--- src/rtl/button_conditioner_pkg.sv ---
// Shared types and constants for the push-button conditioning stage.
//   BtnState : per-channel debounce FSM state encoding
//   BTN_*    : channel index constants for the board buttons
//   BtnVec   : one bit per button channel
package button_conditioner_pkg;

  localparam int NUM_BTN = 3;

  localparam int BTN_CENTER = 0;
  localparam int BTN_UP     = 1;
  localparam int BTN_DOWN   = 2;

  typedef logic [NUM_BTN-1:0] BtnVec;

  typedef enum logic [1:0] {
    STABLE_LO = 2'd0,
    WAIT_HI   = 2'd1,
    STABLE_HI = 2'd2,
    WAIT_LO   = 2'd3
  } BtnState;

endpackage

--- src/rtl/debounce_channel.sv ---
// One button channel: input synchronizer, debounce FSM and stability counter.
// Ports:
//   clk      fast clock, rising edge
//   rst      synchronous reset, active low
//   raw      raw asynchronous button level (1 = pressed)
//   level    debounced level (registered)
//   press    one-cycle pulse on an accepted 0->1 change (registered)
//   released one-cycle pulse on an accepted 1->0 change (registered)
//   active   high while the FSM is in a WAIT state (from the state register)
module debounce_channel
  import button_conditioner_pkg::*;
#(
  parameter int DEBOUNCE_CYCLES = 200000,
  parameter int SYNC_STAGES     = 2
) (
  input  logic clk,
  input  logic rst,
  input  logic raw,
  output logic level,
  output logic press,
  output logic released,
  output logic active
);

  localparam int CNT_W = $clog2(DEBOUNCE_CYCLES + 1);
  localparam logic [CNT_W-1:0] CNT_ONE  = CNT_W'(1);
  localparam logic [CNT_W-1:0] CNT_LAST = CNT_W'(DEBOUNCE_CYCLES - 1);

  logic [SYNC_STAGES-1:0] sync_reg;
  logic                   s;

  BtnState         state_reg, state_next;
  logic [CNT_W-1:0] cnt_reg, cnt_next;
  logic            level_reg, level_next;
  logic            press_reg, press_next;
  logic            rel_reg, rel_next;

  // raw enters at bit 0 and leaves at the top bit
  always_ff @(posedge clk) begin
    if (!rst) begin
      sync_reg <= '0;
    end else begin
      sync_reg <= {sync_reg[SYNC_STAGES-2:0], raw};
    end
  end

  assign s = sync_reg[SYNC_STAGES-1];

  always_ff @(posedge clk) begin
    if (!rst) begin
      state_reg <= STABLE_LO;
      cnt_reg   <= '0;
      level_reg <= 1'b0;
      press_reg <= 1'b0;
      rel_reg   <= 1'b0;
    end else begin
      state_reg <= state_next;
      cnt_reg   <= cnt_next;
      level_reg <= level_next;
      press_reg <= press_next;
      rel_reg   <= rel_next;
    end
  end

  // Entering a WAIT state already counts the first stable sample, so the
  // change is accepted once the count reaches DEBOUNCE_CYCLES-1. The compare
  // happens before the increment, so the counter never wraps; >= keeps the
  // DEBOUNCE_CYCLES=1 case accepting on the edge after entry.
  always_comb begin
    state_next = state_reg;
    cnt_next   = cnt_reg;
    level_next = level_reg;
    press_next = 1'b0;
    rel_next   = 1'b0;
    case (state_reg)
      STABLE_LO: begin
        if (s) begin
          state_next = WAIT_HI;
          cnt_next   = CNT_ONE;
        end
      end
      WAIT_HI: begin
        if (!s) begin
          state_next = STABLE_LO;
          cnt_next   = '0;
        end else if (cnt_reg >= CNT_LAST) begin
          state_next = STABLE_HI;
          cnt_next   = '0;
          level_next = 1'b1;
          press_next = 1'b1;
        end else begin
          cnt_next = cnt_reg + CNT_ONE;
        end
      end
      STABLE_HI: begin
        if (!s) begin
          state_next = WAIT_LO;
          cnt_next   = CNT_ONE;
        end
      end
      WAIT_LO: begin
        if (s) begin
          state_next = STABLE_HI;
          cnt_next   = '0;
        end else if (cnt_reg >= CNT_LAST) begin
          state_next = STABLE_LO;
          cnt_next   = '0;
          level_next = 1'b0;
          rel_next   = 1'b1;
        end else begin
          cnt_next = cnt_reg + CNT_ONE;
        end
      end
      default: begin
        state_next = STABLE_LO;
        cnt_next   = '0;
      end
    endcase
  end

  assign level    = level_reg;
  assign press    = press_reg;
  assign released = rel_reg;
  assign active   = (state_reg == WAIT_HI) || (state_reg == WAIT_LO);

endmodule

--- src/rtl/button_conditioner.sv ---
// Push-button conditioner: synchronizes and debounces NUM_BTN raw buttons.
// Ports:
//   clk         fast clock (clkX4 domain), rising edge
//   rst         synchronous reset, active low
//   btnRaw      raw asynchronous button levels, 1 = pressed
//   btnLevel    debounced levels
//   btnPress    one-cycle pulse per accepted 0->1 change
//   btnRelease  one-cycle pulse per accepted 1->0 change
//   anyActive   OR of all channels currently debouncing
module button_conditioner #(
  parameter int NUM_BTN         = 3,
  parameter int DEBOUNCE_CYCLES = 200000,
  parameter int SYNC_STAGES     = 2
) (
  input  logic               clk,
  input  logic               rst,
  input  logic [NUM_BTN-1:0] btnRaw,
  output logic [NUM_BTN-1:0] btnLevel,
  output logic [NUM_BTN-1:0] btnPress,
  output logic [NUM_BTN-1:0] btnRelease,
  output logic               anyActive
);

  logic [NUM_BTN-1:0] active_vec;

  generate
    for (genvar gi = 0; gi < NUM_BTN; gi++) begin : g_chan
      debounce_channel #(
        .DEBOUNCE_CYCLES (DEBOUNCE_CYCLES),
        .SYNC_STAGES     (SYNC_STAGES)
      ) u_chan (
        .clk      (clk),
        .rst      (rst),
        .raw      (btnRaw[gi]),
        .level    (btnLevel[gi]),
        .press    (btnPress[gi]),
        .released (btnRelease[gi]),
        .active   (active_vec[gi])
      );
    end
  endgenerate

  assign anyActive = |active_vec;

endmodule

--- config.mk ---
export PLATFORM = sky130hd
export DESIGN_NAME = button_conditioner
export DESIGN_NICKNAME = d
export VERILOG_FILES = /design/src/rtl/button_conditioner_pkg.sv /design/src/rtl/debounce_channel.sv /design/src/rtl/button_conditioner.sv
export SDC_FILE = /design/constraint.sdc
export NUM_CORES = 1
export LEC_CHECK = 0
export CAP_MARGIN = 40
export CORE_AREA = 2 2 128 130
export CTS_CLUSTER_SIZE = 10
export DETAILED_ROUTE_END_ITERATION = 10
export DIE_AREA = 0 0 130 132
export SLEW_MARGIN = 20
export SYNTH_ARGS = -nofsm -noshare
export SYNTH_HDL_FRONTEND = slang
export SYNTH_SLANG_ARGS = --single-unit
--- constraint.sdc ---
create_clock -name clk -period 4.4 [get_ports clk]
set_clock_uncertainty 0.2 [all_clocks]
set_input_delay 0.88 -clock clk [delete_from_list [all_inputs] [get_ports clk]]
set_output_delay 0.88 -clock clk [all_outputs]
set_load 0.05 [all_outputs]
==> reports/qor.csv <==
metric,value,unit
vias in the first global route,3136,
"EDFF count, synth",0,
Leakage Power,1.45,nW
initial core utilization,24.6,%
Top delay family on crit path,buffers and inverters,
unrepaired setup endpoints after global routing,false,
Skew-Pair Late Insertion Delay,0.34,ns
die area,17200,µm²
num ports,15,
Tcrit/Tclk final,68.2,%
min cycle time layout,3.00,ns
final hold vios,0,
top_reg_cell synth,dfxtp_1,
detailed-route via count,3464,
drt first pass iters,5,
placed cell areas,4140,µm²
type of origin of the critical path,primary input,
pwr dens,328,nW/µm²
Detail Route Antenna Nets,0,
total global-route track usage,10.3,%
grt total ovfl,0,
Synth cell types,56,
status,"finished, final reports clean",
post-DP HPWL,5870,µm
post_cts resized,0,
Clock Tree Root,clkbuf_16,
Layout area overhead,14.6,%
Worst Path Buf+Inv,2,
Num CTS Buffers,9,
max FFs per register,54,
Worst EP arrival,3.07,ns
CTS HTree Levels,3,
Site Rows,46,
Clock Path Buffers,2,
layout net count,477,
final wirelength,8730,µm
"Seq/Total Area, Yosys",38.8,%
critical path class,in -> reg,
clock sink count,75,
gpl congestion,0.819,
Synth Area per Inst,8.12,µm²
"top cells by area, synth","dfxtp_1, a31oi_1, nand2_1",
first-pass GRT wire length,14700,µm
CP Max Fanout,20,
Post-Syn Nets,484,
clock slew seen by the registers of the worst setup and hold paths,0.07,ns
Worst Max-Slew Pin Slew,0.674,ns
hold_buf cts,0,
Critical Path RT,4.47,ns
Remaining DRCs,0,
"Slew Viols, Final",0,
total negative slack,0,ns
max-cap viol count,0,
initial antenna violation count,0,
leading area contributor after synthesis,dfxtp_1,
WL per Instance,12.6,µm
setup bufs post-CTS,0,
largest net degree at the start of global routing,25,
crit path cell chain,clkdlybuf4s50_1 -> buf_4 -> and3_1 -> nand2_1 -> o211ai_1,
f_max,333,MHz
CP max-delay cell,clkdlybuf4s50_1,
yosys warns,0,
Max stage delay on crit path,0.75,ns
Post-Syn Area,3870,µm²
Ant. Diodes,0,
Buffers on Ports,14,
die width,130,µm
Die Span Y,132,µm
Synth top area share,38.8,%
DR iter-0 viols,270,
layout cells sized above 1,6.54,%
"FF+latch count, synth",75,
CTS tree,built,
Worst VDD drop,0.000203,V
async set or reset register ratio after synthesis,0,%
Worst Setup End Kind,flop,
final setup violation count,0,
cell area after layout,4430,µm²
Post-Syn Instances,476,
Hold WC Path Type,reg -> reg,
Slew headroom,55.0,%
core area,15700,µm²
vias per inst,5.02,
worst paths after layout:
kind	from	end	slack (ns)	cells past startpoint
max	rst	g_chan[0].u_chan.cnt_reg[16]	1.40	5
min	g_chan[0].u_chan.sync_reg[0]	g_chan[0].u_chan.sync_reg[1]	0.24	1
max reg2reg	g_chan[2].u_chan.cnt_reg[0]	g_chan[2].u_chan.cnt_reg[11]	1.71	7
min reg2reg	g_chan[0].u_chan.sync_reg[0]	g_chan[0].u_chan.sync_reg[1]	0.24	1
area by class of cell:
class | instances | area [µm²]
clock buffers | 9 | 225
clock inverters | 7 | 60.1
fillers | 1651 | 11300
flip-flops and latches | 75 | 1500
repair buffers | 19 | 189
inverters | 16 | 60.1
well taps | 216 | 270
multi-input cells | 348 | 2130
worst register-to-register path, cell delays in order (launching register included):
cell and delay [ns]:
dfxtp_1 0.35, ha_1 0.27, and4_1 0.27, a311oi_1 0.42, o31a_1 0.55, buf_8 0.24
nand2_1 0.12, o22ai_1 0.20
Yosys cell counts, drive strengths merged, types with 4 or more instances:
| cell type | instances |
|---|---|
| dfxtp | 75 |
| nand2 | 49 |
| a31oi | 46 |
| nand3 | 35 |
| o21ai | 26 |
| clkbuf | 20 |
| nor2 | 20 |
| and3 | 19 |
| buf | 17 |
| nand4 | 17 |
| inv | 16 |
| a21oi | 13 |
| nand3b | 13 |
| nor3 | 13 |
| and2 | 10 |
| xor2 | 9 |
| nor4 | 8 |
| o22ai | 6 |
| xnor2 | 6 |
| o311ai | 5 |
| nor2b | 4 |
| or3 | 4 |
layout by cell type, fill, tap and decap left out, types with 4 or more instances in the layout:
cell type | netlist | final
and3_1 | 19 | 19
o21ai_1 | 18 | 18
inv_1 | 16 | 16
xnor2_1 | 6 | 6
nand3b_1 | 13 | 13
a21oi_1 | 13 | 13
nand3_1 | 35 | 35
and2_1 | 10 | 10
or3_1 | 4 | 4
clkbuf_16 | 0 | 9
nor3_1 | 13 | 13
xor2_1 | 9 | 9
a31oi_1 | 46 | 46
nand4_1 | 17 | 17
nor2b_1 | 4 | 4
nor4_1 | 7 | 7
o22ai_1 | 6 | 6
clkinv_4 | 0 | 4
nand2_1 | 48 | 48
clkdlybuf4s50_1 | 0 | 14
o21ai_0 | 8 | 8
dfxtp_1 | 75 | 75
nor2_1 | 20 | 20
kinds of logic (layout without fill, tap and decap cells):
group,after synthesis,in the layout,share of synthesized area (%)
buf+inv,53,51,6.18
compound gates,118,118,20.6
xor+xnor,15,15,3.40
fa+ha+maj,3,3,0.971
flops,75,75,38.8
simple gates,209,209,29.2
mux,3,3,0.776
through the flow:
stage               power (mW)  worst slack, ns  utilization (%)  cells  hold WS, ns
finish                    1.45             1.40             28.2    690        0.235
global route              1.51             1.19             28.2    690        0.261
floorplan                0.749             2.24                -    476        0.212
detailed placement       0.767             1.08             26.3    673        0.226
global placement         0.766             1.19             26.2    672        0.220
CTS                       1.47             1.43             28.1    689        0.242
layer usage:
metal	GRT usage, %	part of all wire [%]	vias up
met2	15.3	45	76
met4	4.00	1.8	0
met3	2.80	4.7	15
met5	0	0	-
li1	-	-	1753
met1	14.2	48	1620
power by group:
part	internal [mW]	total, mW	switching [mW]	leakage (nW)
combinational	0.0199	0.0582	0.0382	0.711
clock	0.390	0.703	0.313	0.137
sequential	0.686	0.693	0.00712	0.606
total	1.10	1.45	0.359	1.45
(Power assumes the default switching activity.)
